$ cat src/rtl/gt_pkg.sv
// Shared encodings for the gt_core_p CPU: instruction field enums, the NOP word
// and the branch-condition evaluator.
package gt_pkg;

    typedef enum logic [2:0] {
        OP_LD  = 3'd0,
        OP_AND = 3'd1,
        OP_OR  = 3'd2,
        OP_XOR = 3'd3,
        OP_ADD = 3'd4,
        OP_SUB = 3'd5,
        OP_ST  = 3'd6,
        OP_BR  = 3'd7
    } op_e;

    typedef enum logic [2:0] {
        M_D_AC   = 3'd0,
        M_X_AC   = 3'd1,
        M_YD_AC  = 3'd2,
        M_YX_AC  = 3'd3,
        M_D_X    = 3'd4,
        M_D_Y    = 3'd5,
        M_D_OUT  = 3'd6,
        M_YX_OUT = 3'd7
    } mode_e;

    typedef enum logic [1:0] {
        BUS_D   = 2'd0,
        BUS_RAM = 2'd1,
        BUS_AC  = 2'd2,
        BUS_IN  = 2'd3
    } bus_e;

    // "LD AC": reloads AC with itself, so it changes no state
    localparam logic [7:0] NOP_IR = 8'h02;

    // Branch mode field -> taken, given AC==0 and AC sign bit
    function automatic logic br_taken(input logic [2:0] cond,
                                      input logic       zero,
                                      input logic       neg);
        logic t;
        t = 1'b0;
        unique case (cond)
            3'd0:    t = 1'b1;
            3'd1:    t = !neg && !zero;
            3'd2:    t = neg;
            3'd3:    t = !zero;
            3'd4:    t = zero;
            3'd5:    t = !neg;
            3'd6:    t = neg || zero;
            default: t = 1'b1;
        endcase
        return t;
    endfunction

endpackage

$ cat src/rtl/gt_alu.sv
// Combinational ALU for gt_core_p: LD/AND/OR/XOR/ADD/SUB on BUS and AC,
// with ST and branch passing BUS through unchanged.
module gt_alu
    import gt_pkg::*;
#(
    parameter int DW = 8
) (
    input  logic [2:0]    op_i,
    input  logic [DW-1:0] bus_i,
    input  logic [DW-1:0] ac_i,
    output logic [DW-1:0] res_o
);

    always_comb begin
        res_o = bus_i;
        unique case (op_e'(op_i))
            OP_AND:  res_o = ac_i & bus_i;
            OP_OR:   res_o = ac_i | bus_i;
            OP_XOR:  res_o = ac_i ^ bus_i;
            OP_ADD:  res_o = ac_i + bus_i;
            OP_SUB:  res_o = ac_i - bus_i;
            default: res_o = bus_i;
        endcase
    end

endmodule

$ cat src/rtl/gt_core_p.sv
// gt_core_p: DW-wide Gigatron-style CPU, fetch/execute pipeline with one branch
// delay slot. Define CORE_OUTX_EN to add OUTX, loaded from AC when OUT[DW-2] rises.
module gt_core_p
    import gt_pkg::*;
#(
    parameter int              DW       = 8,
    parameter logic [2*DW-1:0] RESET_PC = '0
) (
    input  logic            CLK,
    input  logic            RST_N,
    output logic [2*DW-1:0] ROM_A,
    input  logic [7:0]      ROM_IR,
    input  logic [DW-1:0]   ROM_D,
    output logic [2*DW-1:0] RAM_A,
    input  logic [DW-1:0]   RAM_RD,
    output logic [DW-1:0]   RAM_WD,
    output logic            RAM_WE,
    input  logic [DW-1:0]   IN,
    output logic [DW-1:0]   AC,
    output logic [DW-1:0]   X,
    output logic [DW-1:0]   Y,
`ifdef CORE_OUTX_EN
    output logic [DW-1:0]   OUT,
    output logic [DW-1:0]   OUTX
`else
    output logic [DW-1:0]   OUT
`endif
);

    localparam int AW = 2 * DW;

    logic [AW-1:0] pc_q, pc_d;
    logic [7:0]    ir_q, ir_d;
    logic [DW-1:0] d_q, d_d;
    logic [DW-1:0] ac_q, ac_d;
    logic [DW-1:0] x_q, x_d;
    logic [DW-1:0] y_q, y_d;
    logic [DW-1:0] out_q, out_d;

    op_e           op;
    mode_e         mode;
    bus_e          bsel;
    logic [DW-1:0] bus;
    logic [DW-1:0] alu_res;
    logic          st_nop;
    logic          taken;

    assign op   = op_e'(ir_q[7:5]);
    assign mode = mode_e'(ir_q[4:2]);
    assign bsel = bus_e'(ir_q[1:0]);

    always_comb begin
        bus = d_q;
        unique case (bsel)
            BUS_RAM: bus = RAM_RD;
            BUS_AC:  bus = ac_q;
            BUS_IN:  bus = IN;
            default: bus = d_q;
        endcase
    end

    gt_alu #(.DW(DW)) u_alu (
        .op_i  (ir_q[7:5]),
        .bus_i (bus),
        .ac_i  (ac_q),
        .res_o (alu_res)
    );

    // Branches reuse the mode field as the condition, so they always address [D]
    always_comb begin
        RAM_A = {{DW{1'b0}}, d_q};
        if (op != OP_BR) begin
            unique case (mode)
                M_X_AC:             RAM_A = {{DW{1'b0}}, x_q};
                M_YD_AC:            RAM_A = {y_q, d_q};
                M_YX_AC, M_YX_OUT:  RAM_A = {y_q, x_q};
                default:            RAM_A = {{DW{1'b0}}, d_q};
            endcase
        end
    end

    // ST sourcing from RAM would be a read-modify-write on one port; it is a no-op instead
    assign st_nop = (op == OP_ST) && (bsel == BUS_RAM);
    assign RAM_WE = RST_N && (op == OP_ST) && !st_nop;
    assign RAM_WD = bus;
    assign taken  = (op == OP_BR) && br_taken(ir_q[4:2], ac_q == '0, ac_q[DW-1]);

    always_comb begin
        pc_d  = pc_q + AW'(1);
        ir_d  = ROM_IR;
        d_d   = ROM_D;
        ac_d  = ac_q;
        x_d   = x_q;
        y_d   = y_q;
        out_d = out_q;
        if (taken) begin
            // JMP takes its page from Y; conditional branches stay in the current page
            if (ir_q[4:2] == 3'd0) pc_d = {y_q, bus};
            else                   pc_d = {pc_q[AW-1:DW], bus};
        end else if (op != OP_BR && !st_nop) begin
            unique case (mode)
                M_D_X:   x_d   = alu_res;
                M_D_Y:   y_d   = alu_res;
                M_D_OUT: out_d = alu_res;
                M_YX_OUT: begin
                    out_d = alu_res;
                    x_d   = x_q + DW'(1);
                end
                default: if (op != OP_ST) ac_d = alu_res;
            endcase
        end
    end

    always_ff @(posedge CLK or negedge RST_N) begin
        if (!RST_N) begin
            pc_q  <= RESET_PC;
            ir_q  <= NOP_IR;
            d_q   <= '0;
            ac_q  <= '0;
            x_q   <= '0;
            y_q   <= '0;
            out_q <= '0;
        end else begin
            pc_q  <= pc_d;
            ir_q  <= ir_d;
            d_q   <= d_d;
            ac_q  <= ac_d;
            x_q   <= x_d;
            y_q   <= y_d;
            out_q <= out_d;
        end
    end

    assign ROM_A = pc_q;
    assign AC    = ac_q;
    assign X     = x_q;
    assign Y     = y_q;
    assign OUT   = out_q;

`ifdef CORE_OUTX_EN
    logic [DW-1:0] outx_q;

    // Rising edge of OUT[DW-2] (hsync) captures AC
    always_ff @(posedge CLK or negedge RST_N) begin
        if (!RST_N)                              outx_q <= '0;
        else if (!out_q[DW-2] && out_d[DW-2])    outx_q <= ac_q;
    end

    assign OUTX = outx_q;
`endif

endmodule

$ cat config.mk
export PLATFORM = sky130hd
export DESIGN_NAME = gt_core_p
export DESIGN_NICKNAME = d
export VERILOG_FILES = /design/src/rtl/gt_pkg.sv /design/src/rtl/gt_alu.sv /design/src/rtl/gt_core_p.sv
export SDC_FILE = /design/constraint.sdc
export NUM_CORES = 1
export LEC_CHECK = 0
export BUFFER_PORTS_ARGS = -buffer_cell sky130_fd_sc_hd__buf_2
export CAP_MARGIN = 40
export CORE_UTILIZATION = 30
export CTS_CLUSTER_SIZE = 12
export DETAILED_ROUTE_END_ITERATION = 16
export GPL_TIMING_DRIVEN = 0
export PLACE_DENSITY = 0.5
export SLEW_MARGIN = 10
export SYNTH_ARGS = -nofsm -noshare
export SYNTH_HDL_FRONTEND = slang
export SYNTH_SLANG_ARGS = --single-unit
export TNS_END_PERCENT = 10
$ cat constraint.sdc
create_clock -name CLK -period 7.6 [get_ports CLK]
set_input_delay 1.52 -clock CLK [delete_from_list [all_inputs] [get_ports CLK]]
set_output_delay 1.52 -clock CLK [all_outputs]
set_load 0.03 [all_outputs]
# Word-level counts from Yosys, hierarchy flattened
# Index checks and enable logic that the tools add are counted.
[totals]
ff_bits = 64
latch_bits = 0
ram_bits = 0
rom_bits = 0
input_bits = 34
out_inout_bits = 73
wordCells = 65
mem_count = 0
[op_classes]
add_sub_neg = 4
multipliers = 0
div = 0
magnitude_cmp = 0
eq_ne = 20
shift = 0
muxes = 8
bitwise = 5
reduce_logical = 20
[ops]
columns = ["cell", "n"]
rows = [
  ["16-bit 2-to-1 mux", 3],
  ["16-bit one-hot mux with 3 select lines", 1],
  ["8-bit one-hot mux with 5 select lines", 1],
  ["3-bit equality test (second input constant)", 8],
  ["8-bit one-hot mux with 3 select lines", 1],
  ["16-bit by 1-bit adder with 16-bit output (second input constant)", 1],
  ["8-bit one-hot mux with 2 select lines", 1],
  ["3-bit by 2-bit equality test with 1-bit output (second input constant)", 4],
  ["3-bit AND reduction", 3],
  ["8-bit by 1-bit adder with 8-bit output (second input constant)", 1],
  ["8-bit adder", 1],
  ["8-bit AND", 1],
  ["8-bit logical NOT", 1],
  ["8-bit bitwise OR", 1],
  ["8-bit subtractor", 1],
  ["8-bit XOR", 1],
  ["3-bit by 1-bit equality test with 1-bit output (second input constant)", 2],
  ["1-bit logical AND", 6],
  ["3-bit inequality test (second input constant)", 2],
  ["1-bit one-hot mux with 6 select lines", 1],
  ["2-bit equality test (second input constant)", 2],
  ["4-bit AND reduction", 1],
  ["2-bit OR reduction", 2],
  ["4-bit OR reduction", 1],
  ["7 further kinds", 10],
]

# Depth between registers and ports, before layout
[depth]
ltp_word = 7
depth_mapped = 15
mapped_depth_nobuf = 14

# By module
# A second synthesis with hierarchy kept.
[hier_totals]
hier_cells = 443
area_unflattened_um2 = 4371.7
[modules_own_cells]
columns = ["mod", "n_inst", "cells_each", "area_per_inst_um2"]
rows = [
  ["gt_core_p", 1, 273, 3235.6],
  ["gt_alu", 1, 170, 1136.1],
]

# Worst setup path after synthesis
# Ideal clock, no wire load.
[synth_timing]
path_type = "in2reg"
startpoint = "in IN[1]"
endpoint = "reg out_q[7], in the netlist OUT[7]"
setup_time_ps = 125
arrival_ps = 4392
slack_ps = 3083
cell_stages = 12
path_buffers = 0
path_cell_list = "mux4_2 -> or2_1 -> o41ai_1 -> xnor2_1 -> ha_1 -> nor2_1 -> nor3b_1 -> a2bb2oi_2 -> xor2_1 -> o32ai_1 -> a21oi_2 -> mux2_2"
[synth_via]
elab_chain_cells = 3
[synth_rtl]
columns = ["item", "line", "source"]
rows = [
  ["start: declaration", "gt_core_p.sv:18", "input logic [DW-1:0] IN,"],
  ["8-bit one-hot mux with 3 select lines *", "gt_core_p.sv:54", "unique case (bsel)"],
  ["8-bit subtractor / 8-bit adder (equally long branches)", "gt_alu.sv:21, gt_alu.sv:20", ""],
  ["8-bit one-hot mux with 5 select lines *", "gt_alu.sv:16", "unique case (op_e'(op_i))"],
  ["end signal: assignment", "gt_core_p.sv:130", "out_q <= out_d;"],
  ["end: declaration", "gt_core_p.sv:38", "logic [DW-1:0] out_q, out_d;"],
]
# Every way passes the cells marked *; elsewhere a longest branch is shown, timed or not.
# A chain may end at the register's enable or synchronous reset.

# Worst setup path after layout
[layout_timing]
startpoint = "in IN[0]"
endpoint = "reg y_q[5], in the netlist Y[5]"
[layout_via]
elab_chain_cells = 3
[layout_rtl]
columns = ["item", "line", "source"]
rows = [
  ["8-bit one-hot mux with 3 select lines *", "gt_core_p.sv:54", ""],
  ["8-bit subtractor / 8-bit adder (equally long branches)", "gt_alu.sv:21, gt_alu.sv:20", ""],
  ["8-bit one-hot mux with 5 select lines *", "gt_alu.sv:16", ""],
  ["end signal: assignment", "gt_core_p.sv:129", "y_q <= y_d;"],
  ["end: declaration", "gt_core_p.sv:37", "logic [DW-1:0] y_q, y_d;"],
]
# Marked as above.

==> results.txt <==
status: finished, final reports clean
Tightest Hold Check Type: flop to flop
DIE HEIGHT: 121 um
Final Non-Filler Cells: 755
clk_lat worst skew: 0.33 ns
post-CTS resize count: 0
DR pass1 iterations: 4
Post-Syn Area: 4270 sq um
Synth top area share: 36.9%
CTS Buf Count: 9
clock skew: 0.00953 ns
number of port buffers: 106
Max-Cap Viols: 0
clk buf depth: 2
Worst Setup EP: Y[5]
final setup margin: 2.78 ns
reg2reg setup slack: 3.32 ns
largest net degree at the start of global routing: 49
maximum fanout along the worst path: 8
Synth area leader: dfrtp_1
setup TNS: 0 ns
fraction of layout cells with a size suffix above 1: 28.3%
root buf cell: clkbuf_16
worst r2r dst: Y[5]
Residual DRC: 0
Post CTS Setup Buffer Count: 0
Unique masters post-synth: 63
diodes inserted: 0
P_leak: 2.48 nW
ys flop type: dfrtp_1
Die Area: 14700 sq um
period utilisation layout: 63.4%
Clock transition at path regs: 0.06 ns
vias in the first global route: 3735
Worst Max-Slew Pin Slew: 0.885 ns
commonest cells in the netlist: dfrtp_1, nand2_1, nor2_1
synth warn: 0
worst slack at placement: 2.50 ns
final slew viol count: 0
syn avg cell area: 9.44 sq um
Placed Instances: 739
Startpoint Class: input port
H-tree depth: 3
top-count cell post-synth: dfrtp_1
Core Footprint: 13900 sq um
Critical Path AT: 4.99 ns
post-synthesis sequential area ratio: 37.5%
I/O Pins: 107
CP Capture Type: flop
syn_nets: 513
Tot GR Track Use: 19.2%
Rows: 43
Rel. slew slack: 40.8%
cells on worst reg2reg path: 14
final net count: 631
Synth area leaders: dfrtp_1, ha_1, mux2_2, mux4_2, a21oi_1
EDFF count, synth: 0
hold_sp: OUT[5]
Detail Route Antenna Nets: 0
vias per cell: 5.28
Sink Count: 64
CP Launch Point: IN[0]
routability cong.: 0.824
RSZ-0062 raised after global routing: false
fmax: 0.208 GHz
Power Density: 354 nW/um^2
vias: 3985
fin crit period: 4.82 ns
DRT iter0 DRCs: 215
cells after synthesis: 452
final WL: 13.6 mm
FF-to-FF Start: ir_q[5]
Worst Path Required: 7.78 ns
Fin. Hold Viols: 0
Initial Util: 30.8%
antenna violations before repair: 0
Area Overhead vs Synth: 25.6%
share of flip-flops with an asynchronous set or reset: 100%
Die Wd: 121 um
VDD IR max: 0.165 mV
global-route wire length before repair: 21.4 mm
setup violators final: 0
Setup Crit Path Kind: input port to flop
Synth Register Bits: 64
Hold Buf Count CTS: 0
total grt overflow: 0
DP HPWL: 10.4 mm
WL per Instance: 18.0 um
CTS tree: yes
[state kept, by name, indices dropped and copies added, names as in the netlist]
| register | cells |
|---|---|
| ROM_A | 16 |
| AC | 8 |
| OUT | 8 |
| X | 8 |
| Y | 8 |
| d_q | 8 |
| ir_q | 8 |
[cell families (layout without fill, tap and decap cells)]
family / Yosys count / count (layout) / share of synthesized area [%]
DFF: 64 / 64 / 37.5
adders and majority gates: 27 / 27 / 8.09
and+or+nand+nor: 139 / 139 / 16.9
buffers and inverters: 45 / 168 / 4.40
xor gates and xnor gates: 18 / 18 / 3.69
muxes: 29 / 29 / 9.73
AOI/OAI and AO/OA: 130 / 130 / 19.6
[placed cells by master (no fill, tap or decap), types with 3 or more instances in the layout]
cell,Yosys,final
buf_1,3,3
mux2_2,17,17
nor2b_1,5,5
o22ai_1,6,6
o21a_1,3,3
mux2i_1,4,4
nand3_1,9,9
inv_1,22,22
o21ai_1,19,19
inv_2,3,3
nand2_1,35,35
and3_1,10,10
a21oi_1,27,27
clkbuf_16,0,9
dfrtp_1,63,63
clkbuf_1,12,13
a221o_1,3,3
nor3b_1,3,3
buf_2,3,108
o31ai_1,4,4
nor3_1,9,9
a31oi_1,10,10
a22oi_1,7,7
and2_1,12,12
nor2_1,34,34
o32ai_1,3,3
mux4_2,7,7
nand2b_1,3,3
or3_1,3,3
xnor2_1,9,9
nor4_1,3,3
clkinvlp_4,0,3
o21ai_0,20,20
ha_1,26,26
xor2_1,9,9
a211oi_1,4,4
o221ai_1,3,3
a21o_1,4,4
[metrics by stage]
| step | hold WS [ns] | total power, mW | instance area (sq um) | util, % |
|---|---|---|---|---|
| detailed placement | 0.488 | 1.48 | 5050 | 36.4 |
| floorplan | 0.629 | 1.18 | 4270 | - |
| finish | 0.493 | 1.90 | 5360 | 38.6 |
| global route | 0.515 | 2.02 | 5360 | 38.6 |
| CTS | 0.501 | 1.91 | 5360 | 38.6 |
| global placement | 0.472 | 1.46 | 5020 | 36.2 |
[power by group]
group | leakage (nW) | switching (mW) | internal (mW)
sequential | 0.759 | 0.127 | 0.440
clock | 0.141 | 0.152 | 0.272
combinational | 1.58 | 0.583 | 0.322
total | 2.48 | 0.862 | 1.03
[per-layer routing]
layer | wire length (um) | GRT usage (%)
met5 | 0 | 0
met4 | 185 | 6.48
met3 | 763 | 4.28
met2 | 6260 | 29.5
met1 | 6420 | 26.3
[worst min path at each step]
stage | to | cells after the start
final | OUT[5] | 2
after global routing | OUT[5] | 2
after CTS | OUT[4] | 1
after detailed placement | OUT[4] | 1
after global placement | OUT[6] | 2
after floorplan | X[7] | 2
[critical path, cell delays in order]
cell	delay [ns]
buf_2	0.10
mux4_2	0.61
inv_1	0.15
ha_1	0.23
nand2_1	0.05
o21ai_0	0.15
inv_1	0.10
ha_1	0.22
nor2b_1	0.14
o31ai_1	0.49
nand2_1	0.11
a21oi_1	0.19
xnor2_1	0.10
o221ai_1	0.67
o21ai_1	0.16
[area by class of cell]
class	count	area, sq um
buffer	20	93.8
clock buffer	12	256
clock inverter	4	52.6
fill	1439	8520
inverter	25	93.8
multi-input combinational	343	2480
sequential	64	1600
tap	180	225
timing repair buffer	107	561
Power figures use the tool's default switching activity.
